File: config.mk
export PLATFORM = sky130hd
export DESIGN_NAME = sobel3x3
export DESIGN_NICKNAME = d
export VERILOG_FILES = /design/src/rtl/vid_pkg.sv /design/src/rtl/sync_delay.sv /design/src/rtl/sobel3x3.sv
export SDC_FILE = /design/constraint.sdc
export NUM_CORES = 1
export LEC_CHECK = 0
export BUFFER_PORTS_ARGS = -buffer_cell sky130_fd_sc_hd__buf_2
export CORE_MARGIN = 3
export CORE_UTILIZATION = 32
export CTS_BUF_LIST = sky130_fd_sc_hd__clkbuf_4 sky130_fd_sc_hd__clkbuf_8
export CTS_CLUSTER_DIAMETER = 120
export CTS_CLUSTER_SIZE = 14
export DETAILED_ROUTE_END_ITERATION = 16
export GPL_ROUTABILITY_DRIVEN = 0
export GPL_TIMING_DRIVEN = 0
export PLACE_DENSITY_LB_ADDON = 0.3
export SKIP_CTS_REPAIR_TIMING = 1
export SKIP_LAST_GASP = 1
export SYNTH_ARGS = -nofsm -noshare
export SYNTH_HDL_FRONTEND = slang
export SYNTH_SLANG_ARGS = --single-unit
File: constraint.sdc
create_clock -name clk -period 4.78 [get_ports clk]
set_input_delay 0.478 -clock clk [delete_from_list [all_inputs] [get_ports clk]]
set_output_delay 0.478 -clock clk [all_outputs]
set_load 0.005 [all_outputs]
File: src/rtl/vid_pkg.sv
// Shared video-pipeline definitions: stage latency, pixel/window types and
// the output saturation helper used by the neighbourhood filters.
package vid_pkg;

    // Column-in to pixel-out latency of the Sobel stage
    localparam int SOBEL_LAT = 5;

    // Default pixel width used by the shared typedefs
    localparam int PIX_W = 8;

    typedef logic [PIX_W-1:0] pix_t;

    // 3x3 neighbourhood, indexed [row][column]
    typedef pix_t win_t [3][3];

    // Clamp an unsigned value to the largest value representable in 'width' bits
    function automatic logic [31:0] saturate(input logic [31:0] val, input int unsigned width);
        logic [31:0] max_val;
        max_val = (32'd1 << width) - 32'd1;
        return (val > max_val) ? max_val : val;
    endfunction

endpackage

File: src/rtl/sync_delay.sv
// Fixed-depth delay line for the dv/hs/vs timing bundle, so that timing
// stays aligned with a pixel pipeline of the same depth.
module sync_delay #(
    parameter int DEPTH = 5
) (
    input  logic clk,
    input  logic rst,
    input  logic dv_i,
    input  logic hs_i,
    input  logic vs_i,
    output logic dv_o,
    output logic hs_o,
    output logic vs_o
);

    logic [DEPTH-1:0] dv_q, dv_d;
    logic [DEPTH-1:0] hs_q, hs_d;
    logic [DEPTH-1:0] vs_q, vs_d;

    // Push each timing signal one tap deeper every clock
    always_comb begin
        dv_d = (dv_q << 1) | DEPTH'(dv_i);
        hs_d = (hs_q << 1) | DEPTH'(hs_i);
        vs_d = (vs_q << 1) | DEPTH'(vs_i);
    end

    // Delay registers, cleared so no stale sync escapes after reset
    always_ff @(posedge clk) begin
        if (rst) begin
            dv_q <= '0;
            hs_q <= '0;
            vs_q <= '0;
        end else begin
            dv_q <= dv_d;
            hs_q <= hs_d;
            vs_q <= vs_d;
        end
    end

    assign dv_o = dv_q[DEPTH-1];
    assign hs_o = hs_q[DEPTH-1];
    assign vs_o = vs_q[DEPTH-1];

endmodule

File: src/rtl/sobel3x3.sv
// Sobel gradient magnitude |gx|+|gy| over a 3x3 window built from the
// line buffer's per-cycle pixel column. Fixed 5-cycle pipeline, one pixel
// out per pixel in, timing signals delayed to match.
// Optional feature: define BORDER_MASK_EN to blank the outermost frame ring.
module sobel3x3
    import vid_pkg::*;
#(
    parameter int COLORDEPTH   = 8,
    parameter int SCREENWIDTH  = 1600,
    parameter int SCREENHEIGHT = 900,
    parameter int OUT_SHIFT    = 0
) (
    input  logic                  clk,
    input  logic                  rst,
    input  logic [COLORDEPTH-1:0] col_i [2:0],
    input  logic                  dv_i,
    input  logic                  hs_i,
    input  logic                  vs_i,
    output logic [COLORDEPTH-1:0] pix_o,
    output logic                  dv_o,
    output logic                  hs_o,
    output logic                  vs_o
);

    // Gradient width: 4*max per side, signed difference, fits in COLORDEPTH+3
    localparam int GW = COLORDEPTH + 3;

    if (OUT_SHIFT < 0 || OUT_SHIFT > 3 || SCREENWIDTH < 3 || SCREENHEIGHT < 3) begin : g_bad_cfg
        $error("sobel3x3: OUT_SHIFT must be 0..3 and the screen at least 3x3");
    end

    logic [COLORDEPTH-1:0] win_q [3][3];
    logic [COLORDEPTH-1:0] win_d [3][3];
    logic signed [GW-1:0]  ext   [3][3];
    logic signed [GW-1:0]  gx_q, gx_d;
    logic signed [GW-1:0]  gy_q, gy_d;
    logic [GW-1:0]         abs_gx, abs_gy;
    logic [GW-1:0]         mag_q, mag_d;
    logic [GW-1:0]         shifted;
    logic [COLORDEPTH-1:0] pix_q, pix_d;
    logic                  dv_q, hs_q, vs_q;
    logic                  dv_s4, hs_s4, vs_s4;
    logic                  border;

    // Timing bundle runs one tap short; the last tap sits beside the pixel register
    sync_delay #(
        .DEPTH (SOBEL_LAT - 1)
    ) u_sync_delay (
        .clk  (clk),
        .rst  (rst),
        .dv_i (dv_i),
        .hs_i (hs_i),
        .vs_i (vs_i),
        .dv_o (dv_s4),
        .hs_o (hs_s4),
        .vs_o (vs_s4)
    );

    // Window shifts every clock: new column enters at c=0, oldest drops off c=2
    always_comb begin
        for (int r = 0; r < 3; r++) begin
            win_d[r][0] = col_i[r];
            win_d[r][1] = win_q[r][0];
            win_d[r][2] = win_q[r][1];
        end
    end

    // S1: horizontal and vertical Sobel kernels on the zero-extended window
    always_comb begin
        for (int r = 0; r < 3; r++) begin
            for (int c = 0; c < 3; c++) begin
                ext[r][c] = signed'(GW'(win_q[r][c]));
            end
        end
        gx_d = (ext[0][0] + (ext[1][0] <<< 1) + ext[2][0])
             - (ext[0][2] + (ext[1][2] <<< 1) + ext[2][2]);
        gy_d = (ext[0][0] + (ext[0][1] <<< 1) + ext[0][2])
             - (ext[2][0] + (ext[2][1] <<< 1) + ext[2][2]);
    end

    // S2: L1 magnitude; both absolute values together still fit in GW bits
    always_comb begin
        abs_gx = gx_q[GW-1] ? unsigned'(-gx_q) : unsigned'(gx_q);
        abs_gy = gy_q[GW-1] ? unsigned'(-gy_q) : unsigned'(gy_q);
        mag_d  = abs_gx + abs_gy;
    end

    // S3: scale down, clamp to pixel range, then apply the border blank
    always_comb begin
        shifted = mag_q >> OUT_SHIFT;
        pix_d   = COLORDEPTH'(saturate(32'(shifted), COLORDEPTH));
        if (border) begin
            pix_d = '0;
        end
    end

`ifdef BORDER_MASK_EN
    localparam int CW = $clog2(SCREENWIDTH) + 1;
    localparam int RW = $clog2(SCREENHEIGHT) + 1;

    logic [CW-1:0] col_q, col_d;
    logic [RW-1:0] row_q, row_d;

    // Position tracking follows the pixel entering the output register, so
    // the mask lines up with dv_o without adding a stage
    always_comb begin
        col_d = col_q;
        row_d = row_q;
        if (!dv_s4) begin
            col_d = '0;
        end else if (col_q != '1) begin
            col_d = col_q + 1'b1;
        end
        if (vs_s4) begin
            row_d = '0;
        end else if (dv_q && !dv_s4 && (row_q != RW'(SCREENHEIGHT - 1))) begin
            row_d = row_q + 1'b1;
        end
        border = (col_q == '0) || (col_q == CW'(SCREENWIDTH - 1)) ||
                 (row_q == '0) || (row_q == RW'(SCREENHEIGHT - 1));
    end

    // Position counters restart at the frame origin on reset
    always_ff @(posedge clk) begin
        if (rst) begin
            col_q <= '0;
            row_q <= '0;
        end else begin
            col_q <= col_d;
            row_q <= row_d;
        end
    end
`else
    // Without masking every pixel carries its raw gradient
    always_comb begin
        border = 1'b0;
    end
`endif

    // Pipeline registers: window, S1, S2, S3 and the final timing tap
    always_ff @(posedge clk) begin
        if (rst) begin
            win_q <= '{default: '0};
            gx_q  <= '0;
            gy_q  <= '0;
            mag_q <= '0;
            pix_q <= '0;
            dv_q  <= 1'b0;
            hs_q  <= 1'b0;
            vs_q  <= 1'b0;
        end else begin
            win_q <= win_d;
            gx_q  <= gx_d;
            gy_q  <= gy_d;
            mag_q <= mag_d;
            pix_q <= pix_d;
            dv_q  <= dv_s4;
            hs_q  <= hs_s4;
            vs_q  <= vs_s4;
        end
    end

    assign pix_o = pix_q;
    assign dv_o  = dv_q;
    assign hs_o  = hs_q;
    assign vs_o  = vs_q;

endmodule
==> out/metrics.csv, run 1 <==
metric,value,unit
ir_drop,217,uV
cts_htree_levels,4,
grt.total_usage,11.9,%
num_io_pins,40,
cap_violations,0,
fin_nets,869,
cp.buffers_inverters,5,
synth.area.top_cells,"dfxtp_1 38%, fa_1 19%, inv_1 7.5%, nor2b_1 6.9%, ha_1 6.8%",
clock_skew,0.00768,ns
wire_per_inst,11.9,um
synthSimpleGateAreaFrac,16.7,%
insertion_delay,0.44,ns
grt-ovfl-total,0,
ys_types,39,
synth_warnings,0,
grt_pass1_wl,20600,um
syn_to_final_growth,14.9,%
path_clk_slew,0.07,ns
grt_pass1_vias,4115,
synth-main-ff-cell,dfxtp_1,
cp.required,5.11,ns
synth_top_family_by_area,adder cells,
slew_viol_final,0,
diodes,0,
vias,4304,
worstPathCellList,inv_1 -> fa_1 -> inv_1 -> fa_1 -> inv_1 -> fa_1 -> inv_1 -> ha_1 -> inv_1 -> fa_1 -> nor2b_1 -> o21ai_1 -> a211oi_1 -> mux2i_1 -> nand2_1,
antenna_found_initial,0,
slowest_stage,fa_1,
relSlewSlack,51.4,%
core_area,20400,um^2
yosysMostFrequentCell,inv_1,
drc_errors,0,
leakage,3.36,nW
cp-end-kind,flip-flop,
io_buffers,39,
yosysTopAreaCellShare,38.4,%
antenna_left,0,
syn_area_per_cell,9.77,um^2
min_period,3.62,ns
nFillCells,2063,
clock_sinks,128,
fin_tns_setup,0,ns
arrival,3.95,ns
start_util,32.8,%
slowest_delay,0.51,ns
clockRootBuffer,clkbuf_8,
drtIter0Drc,147,
post-route-period-util,75.8,%
rows,52,
synth_area,6670,um^2
holdCritPathClass,input port to flip-flop,
power_density,531,nW/um^2
worst_pin_slew,0.730,ns
die_h,150,um
synth_seq_area_share,38.4,%
synth_top_area_cell,dfxtp_1,
hpwl,9710,um
cts_buffer_depth,2,
synth_nets,811,
synth_fa_ha_area_share,25.7,%
max_freq,276,MHz
hold_ws,0.243,ns
synthXorXnorAreaFrac,3.68,%
async_flop_share,0,%
crit_family,adder cells,
status,completed,
path_max_fanout,3,
drt_pass1_iterations,4,
cts-buffers-inserted,17,
synth_compound_area_share,6.77,%
setup_viol,0,
synth_mux_area_share,0.300,%
critical_path_class,flip-flop to flip-flop,
rsz0062_at_grt,false,
synth_cells,683,
drive_gt1_share,10.1,%
synth_common_cells,"134 x inv_1, 128 x dfxtp_1, 74 x nor2b_1",
synth-edff-count,0,
ys_ff_latch,128,
grt_max_degree,17,
hold_viol,0,
vias_per_cell,4.20,
die_w,150,um
drt_wl_total,12200,um
cts_tree,yes,
critical_path.most_common_cell,inv_1,
start_kind,flip-flop,
dieArea,22600,um^2
-- cell families (layout without fill, tap and decap cells) --
family	after synthesis	after routing
simple gates	206	206
buf+inv	152	223
xor+xnor	28	28
compound gates	68	68
flops	128	128
fa+ha+maj	99	99
mux	2	2
-- report_power, final --
| part | total (W) | switching, W | internal [W] |
|---|---|---|---|
| Sequential | 0.00133 | 0.0000971 | 0.00123 |
| Clock | 0.00106 | 0.000415 | 0.000642 |
| Combinational | 0.00168 | 0.000916 | 0.000765 |
-- layout make-up --
type	count	area, um^2	area share (%)
Buffer	18	67.6	0.881
Clock buffer	23	310	4.05
Sequential cell	128	2560	33.4
Timing Repair Buffer	39	195	2.55
Inverter	134	503	6.56
Multi-Input combinational cell	403	3540	46.2
Clock inverter	9	153	1.99
Tap cell	270	338	4.41
-- cells in the final DEF, fill, tap and decap left out, drive strengths merged, types with 10 or more instances in the layout --
cell type,count
inv,134
dfxtp,128
nor2b,75
nor2,64
fa,63
buf,42
clkbuf,38
ha,36
xnor2,23
nand2,17
a21oi,16
o21ai,16
nor3b,10
a21o,10
nor3,10
-- per-layer routing --
metal | track usage [%] | up-vias | routed length (um)
li1 | - | 2213 | -
met5 | 0 | - | 0
met2 | 19.0 | 53 | 5750
met1 | 15.6 | 2026 | 5910
met3 | 3.16 | 12 | 400
met4 | 4.25 | 0 | 165
-- sequential cells by signal (all words and copies together), names as in the netlist --
register and cells:
gx_q 11, pix_o 8, dv_o 1, u_sync_delay.dv_q 4, ext 72, gy_q 11
mag_q 11, u_sync_delay.hs_q 4, u_sync_delay.vs_q 4, hs_o 1, vs_o 1
-- path summary, 6_finish.rpt --
| kind | to | startpoint | slack [ns] | depth (start not counted) |
|---|---|---|---|---|
| setup / recovery | gx_q[9] | ext[66] | 1.16 | 15 |
| hold / removal | ext[59] | col_i[12] | 0.24 | 2 |
| setup reg to reg | gx_q[9] | ext[66] | 1.16 | 15 |
| hold reg to reg | u_sync_delay.dv_q[3] | u_sync_delay.dv_q[2] | 0.43 | 1 |
-- per-stage QoR --
stage | setup slack (ns) | util, % | std cells | area (um^2) | total power [W]
global route | 0.936 | 37.7 | 1024 | 7670 | 0.00444
finish | 1.16 | 37.7 | 1024 | 7670 | 0.00407
detailed placement | 1.12 | 35.4 | 992 | 7210 | 0.00305
floorplan | 1.47 | - | 683 | 6670 | 0.00269
CTS | 1.08 | 37.7 | 1024 | 7670 | 0.00414
global placement | 1.16 | 35.4 | 992 | 7210 | 0.00305
(Power assumes the default switching activity.)
==> inputs of run 2 (changes only) <==
==> constraint.sdc (replaced) <==
create_clock -name clk -period 3.2 [get_ports clk]
set_input_delay 0.32 -clock clk [delete_from_list [all_inputs] [get_ports clk]]
set_output_delay 0.32 -clock clk [all_outputs]
set_load 0.005 [all_outputs]
==> out/metrics.csv, run 2 (synthesis gave the netlist of run 1 again) <==
metric,value,unit,change
max_freq,300,MHz,was 276 MHz
rr_worst_depth,13,,was 15
crit_start,ext[25],,was ext[66]
violations,negative setup slack,,
slowest_delay,0.54,ns,was 0.51 ns
syn_to_final_growth,20.5,%,was 14.9%
rows,52,,unchanged
vias_per_cell,4.24,,was 4.20
start_util,32.8,%,unchanged
clockRootBuffer,clkbuf_8,,unchanged
fin_ws,-0.136,ns,was 1.16 ns
grt-ovfl-total,0,,unchanged
worstReg2RegStart,ext[25],,was ext[66]
arrival,3.71,ns,was 3.95 ns
hold_viol,0,,unchanged
holdCritPathClass,input port to flip-flop,,unchanged
switching_share,36.9,%,was 35.1%
min_period,3.34,ns,was 3.62 ns
drt_pass1_iterations,4,,unchanged
critical_path.most_common_cell,fa_1,,was inv_1
slowest_stage,fa_1,,unchanged
r2r_slack,-0.14,ns,was 1.16 ns
regToRegEndpoint,gx_q[7],,was gx_q[9]
drc_errors,0,,unchanged
grt_pass1_vias,4125,,was 4115
path_clk_slew,0.07,ns,about the same
post-route-util,39.5,%,was 37.7%
grt_max_degree,17,,unchanged
insertion_delay,0.43,ns,was 0.44 ns
dieArea,22600,um^2,unchanged
power.internal,0.00406,W,was 0.00264 W
power_density,799,nW/um^2,was 531 nW/um^2
io_buffers,39,,unchanged
final_cell_mix,"120 x inv_1, 115 x dfxtp_1, 72 x nor2b_1",,"was 134 x inv_1, 128 x dfxtp_1, 74 x nor2b_1"
worstPathCellList,buf_4 -> fa_1 -> fa_1 -> inv_1 -> fa_1 -> inv_2 -> ha_4 -> nor2b_4 -> o21ai_4 -> buf_6 -> a21oi_4 -> or4_1 -> nand3_1,,was inv_1 -> fa_1 -> inv_1 -> fa_1 -> inv_1 -> fa_1 -> inv_1 -> ha_1 -> inv_1 -> fa_1 -> nor2b_1 -> o21ai_1 -> a211oi_1 -> mux2i_1 -> nand2_1
drt_wl_total,12700,um,was 12200 um
cap_violations,0,,unchanged
slew_viol_final,0,,unchanged
grt.total_usage,11.7,%,was 11.9%
cp-end-kind,flip-flop,,unchanged
critical_path_class,flip-flop to flip-flop,,unchanged
start_kind,flip-flop,,unchanged
cp.required,3.57,ns,was 5.11 ns
antenna_left,0,,unchanged
leakage,3.42,nW,was 3.36 nW
cts-buffers-inserted,17,,unchanged
final_common_cell,inv_1,,unchanged
post-route-period-util,104,%,was 75.8%
power_frac_seq,31.0,%,was 32.7%
crit_end,gx_q[7],,was gx_q[9]
fin_nets,882,,was 869
drtIter0Drc,180,,was 147
worst_pin_slew,0.749,ns,was 0.730 ns
clock_skew,0.00814,ns,was 0.00768 ns
cts_htree_levels,4,,unchanged
ir_drop,365,uV,was 217 uV
core_area,20400,um^2,unchanged
hpwl,9590,um,was 9710 um
die_w,150,um,unchanged
clkPwrFrac,21.5,%,was 26.0%
setup_viol,7,,was 0
largest_reg_flops,72,,unchanged
rsz0062_at_grt,true,,was false
wire_per_inst,12.3,um,was 11.9 um
status,"complete, but fails checks",,was completed
grt_pass1_wl,20400,um,was 20600 um
clock_sinks,128,,unchanged
num_io_pins,40,,unchanged
path_max_fanout,3,,unchanged
cts_tree,yes,,unchanged
hold_ws,0.0932,ns,was 0.243 ns
pwr-share-comb,47.5,%,was 41.3%
drive_gt1_share,20.1,%,was 10.1%
diodes,0,,unchanged
die_h,150,um,unchanged
vias,4400,,was 4304
antenna_found_initial,1,,was 0
cts_buffer_depth,2,,unchanged
relSlewSlack,50.0,%,was 51.4%
switchingPower,0.00237,W,was 0.00143 W
run 2: cell count changes in the layout (fill, tap and decap cells not counted), moves of 6 or more:
cell	delta
a21oi_1	-6
buf_4	+8
dfxtp_1	-13
dfxtp_2	+11
ha_1	-12
ha_4	+10
inv_1	-14
inv_2	+14
run 2: how the worst min path moves through the flow:
stage                     cells after the start            startpoint              endpoint
after floorplan                               1  u_sync_delay.dv_q[3]                  dv_o
after global placement                        1               ext[49]               ext[38]
after detailed placement                      1               ext[48]               ext[37]
after CTS                                     2                  vs_i  u_sync_delay.vs_q[0]
after global routing                          2              col_i[3]               ext[91]
final                                         2             col_i[21]               ext[27]
run 2: metal layers:
metal / global-route usage (%) / wire (um) / vias up
li1: - / - / 2239
met1: 15.8 / 6220 / 2093
met2: 18.3 / 5970 / 55
met3: 3.22 / 372 / 11
met4: 3.84 / 149 / 2
met5: 0 / 13 / -
run 2: final cells by class:
class	count	area (um^2)
tap	270	338
multi-input combinational	403	3830
timing repair buffer	52	312
buffer	18	67.6
clock buffer	22	290
inverter	134	503
fill	2026	12300
sequential	128	2580
clock inverter	10	110
run 2: critical path: cells and delay by family (launching register included):
kind | cells | cell delay, ns
adder cells (fa/ha/maj) | 4 | 1.75
flip-flops | 1 | 0.33
buffers and inverters | 4 | 0.36
AND/OR/NAND/NOR | 3 | 0.63
AO/OA/AOI/OAI | 2 | 0.21
run 2: power by group through the flow:
| stage | sequential (W) | clock (W) | combinational, W |
|---|---|---|---|
| finish | 0.00199 | 0.00138 | 0.00305 |
| global route | 0.00202 | 0.00151 | 0.00343 |
| CTS | 0.00199 | 0.00144 | 0.00261 |
| detailed placement | 0.00203 | 0 | 0.00259 |
| global placement | 0.00203 | 0 | 0.00257 |
| floorplan | 0.00200 | 0 | 0.00206 |
run 2: per-stage QoR:
stage,worst slack (ns),power [W],instances,cell area (um^2),setup TNS [ns]
2_1_floorplan,-0.0167,0.00405,683,6720,-0.0167
3_3_place_gp,-0.243,0.00460,992,7250,-1.88
3_5_place_dp,-0.254,0.00462,992,7250,-2.04
4_1_cts,-0.289,0.00604,1024,7650,-2.41
5_1_grt,-0.253,0.00697,1037,8040,-1.68
6_report,-0.136,0.00642,1037,8040,-0.510
==> inputs of run 3 (changes only) <==
--- a/config.mk
+++ b/config.mk
@@ -6,6 +6,8 @@
 export NUM_CORES = 1
 export LEC_CHECK = 0
 export BUFFER_PORTS_ARGS = -buffer_cell sky130_fd_sc_hd__buf_2
+export CELL_PAD_IN_SITES_DETAIL_PLACEMENT = 2
+export CELL_PAD_IN_SITES_GLOBAL_PLACEMENT = 2
 export CORE_MARGIN = 3
 export CORE_UTILIZATION = 32
 export CTS_BUF_LIST = sky130_fd_sc_hd__clkbuf_4 sky130_fd_sc_hd__clkbuf_8
==> out/metrics.csv, run 3 (synthesis gave the netlist of run 1 again) <==
metric,value,unit,change
post-route-period-util,106,%,was 104%
antenna_left,0,,unchanged
relSlewSlack,43.2,%,was 50.0%
post-route-util,40.0,%,was 39.5%
holdCritPathClass,input port to flip-flop,,unchanged
dieArea,22600,um^2,unchanged
wire_per_inst,16.6,um,was 12.3 um
hpwl,12700,um,was 9590 um
cp-end-kind,flip-flop,,unchanged
cts-buffers-inserted,17,,unchanged
io_buffers,39,,unchanged
cts_buffer_depth,2,,unchanged
fin_tns_setup,-0.830,ns,was -0.510 ns
diodes,0,,unchanged
ir_drop,349,uV,was 365 uV
die_h,150,um,unchanged
rows,52,,unchanged
arrival,3.73,ns,was 3.71 ns
grt_pass1_vias,5360,,was 4125
dp_cells,992,,unchanged
drt-met1-wl,7280,um,was 6220 um
grt_pass1_wl,27100,um,was 20400 um
power_frac_seq,28.8,%,was 31.0%
vias_per_cell,4.53,,was 4.24
min_period,3.39,ns,was 3.34 ns
grt-ovfl-total,0,,unchanged
switching_share,37.1,%,was 36.9%
cts_tree,yes,,unchanged
fin_ws,-0.194,ns,was -0.136 ns
drtIter0Drc,131,,was 180
vias,4691,,was 4400
syn_to_final_growth,22.0,%,was 20.5%
switchingPower,0.00259,W,was 0.00237 W
insertion_delay,0.45,ns,was 0.43 ns
power.internal,0.00439,W,was 0.00406 W
final_cell_mix,"116 x inv_1, 116 x dfxtp_1, 72 x nor2b_1",,"was 120 x inv_1, 115 x dfxtp_1, 72 x nor2b_1"
clockRootBuffer,clkbuf_8,,unchanged
num_io_pins,40,,unchanged
nFillCells,2172,,was 2026
cts_htree_levels,4,,unchanged
setup_viol,6,,was 7
clkPwrFrac,25.0,%,was 21.5%
hold_viol,0,,unchanged
slowest_stage,fa_1,,unchanged
cp.required,3.53,ns,was 3.57 ns
path_clk_slew,0.07,ns,about the same
drc_errors,0,,unchanged
path_max_fanout,3,,unchanged
worstPathCellList,inv_4 -> fa_1 -> inv_2 -> fa_2 -> inv_2 -> fa_1 -> inv_1 -> ha_2 -> inv_2 -> fa_2 -> nor2b_2 -> o21ai_2 -> a211oi_2 -> mux2i_1 -> nand2_1,,was buf_4 -> fa_1 -> fa_1 -> inv_1 -> fa_1 -> inv_2 -> ha_4 -> nor2b_4 -> o21ai_4 -> buf_6 -> a21oi_4 -> or4_1 -> nand3_1
slowest_delay,0.52,ns,was 0.54 ns
worst_pin_slew,0.853,ns,was 0.749 ns
dr_wl_met3,324,um,was 372 um
grt_max_degree,17,,unchanged
dr_wl_met2,9370,um,was 5970 um
highest_layer,met4,,was met5
fin_nets,881,,was 882
core_area,20400,um^2,unchanged
grt.total_usage,15.5,%,was 11.7%
violations,negative setup slack,,unchanged
leakage,3.47,nW,was 3.42 nW
power_density,858,nW/um^2,was 799 nW/um^2
start_util,32.8,%,unchanged
crit_family,adder cells,,unchanged
drt_pass1_iterations,4,,unchanged
drt_wl_total,17200,um,was 12700 um
cap_violations,0,,unchanged
final_cells,1036,,was 1037
drive_gt1_share,21.4,%,was 20.1%
clock_sinks,128,,unchanged
largest_reg_flops,72,,unchanged
rsz0062_at_grt,true,,unchanged
status,"complete, but fails checks",,unchanged
cp.buffers_inverters,5,,was 4
slew_viol_final,0,,unchanged
max_freq,295,MHz,was 300 MHz
clock_skew,0.0110,ns,was 0.00814 ns
die_w,150,um,unchanged
start_kind,flip-flop,,unchanged
critical_path_class,flip-flop to flip-flop,,unchanged
antenna_found_initial,0,,was 1
critical_path.most_common_cell,inv_2,,was fa_1
pwr-share-comb,46.3,%,was 47.5%
==> run 3: worst paths after layout <==
path         cells after the start                  from  slack, ns              endpoint
max                             15               ext[88]      -0.19               gx_q[9]
max reg2reg                     15               ext[88]      -0.19               gx_q[9]
min reg2reg                      1  u_sync_delay.vs_q[2]       0.44  u_sync_delay.vs_q[3]
min                              2             col_i[12]       0.08               ext[59]
==> run 3: routing by layer <==
metal | global-route usage (%) | vias to the layer above
li1 | - | 2236
met1 | 18.7 | 2391
met2 | 27.8 | 45
met3 | 2.71 | 19
met4 | 5.22 | 0
met5 | 0 | -
==> run 3: through the flow <==
step	total power [W]	instance area [um^2]	setup WS (ns)	hold slack [ns]
3_3_place_gp	0.00464	7250	-0.287	0.418
2_1_floorplan	0.00405	6720	-0.0167	0.414
4_1_cts	0.00661	7750	-0.419	0.0404
3_5_place_dp	0.00479	7250	-0.382	0.429
5_1_grt	0.00755	8140	-0.365	0.0682
6_report	0.00698	8140	-0.194	0.0766
==> run 3: area by class of cell <==
| type | instances | area [um^2] | share of cell area [%] |
|---|---|---|---|
| clock inverter | 10 | 205 | 2.52 |
| multi-input combinational | 403 | 3860 | 47.4 |
| buffer | 18 | 67.6 | 0.830 |
| inverter | 134 | 505 | 6.21 |
| tap | 270 | 338 | 4.15 |
| clock buffer | 22 | 290 | 3.57 |
| timing repair buffer | 51 | 293 | 3.60 |
| sequential | 128 | 2580 | 31.7 |
==> run 3: power groups by stage <==
stage	Clock [W]	Sequential, W	Combinational [W]
floorplan	0	0.00200	0.00206
global placement	0	0.00202	0.00262
detailed placement	0	0.00204	0.00275
CTS	0.00180	0.00201	0.00280
global route	0.00187	0.00204	0.00364
finish	0.00174	0.00201	0.00323
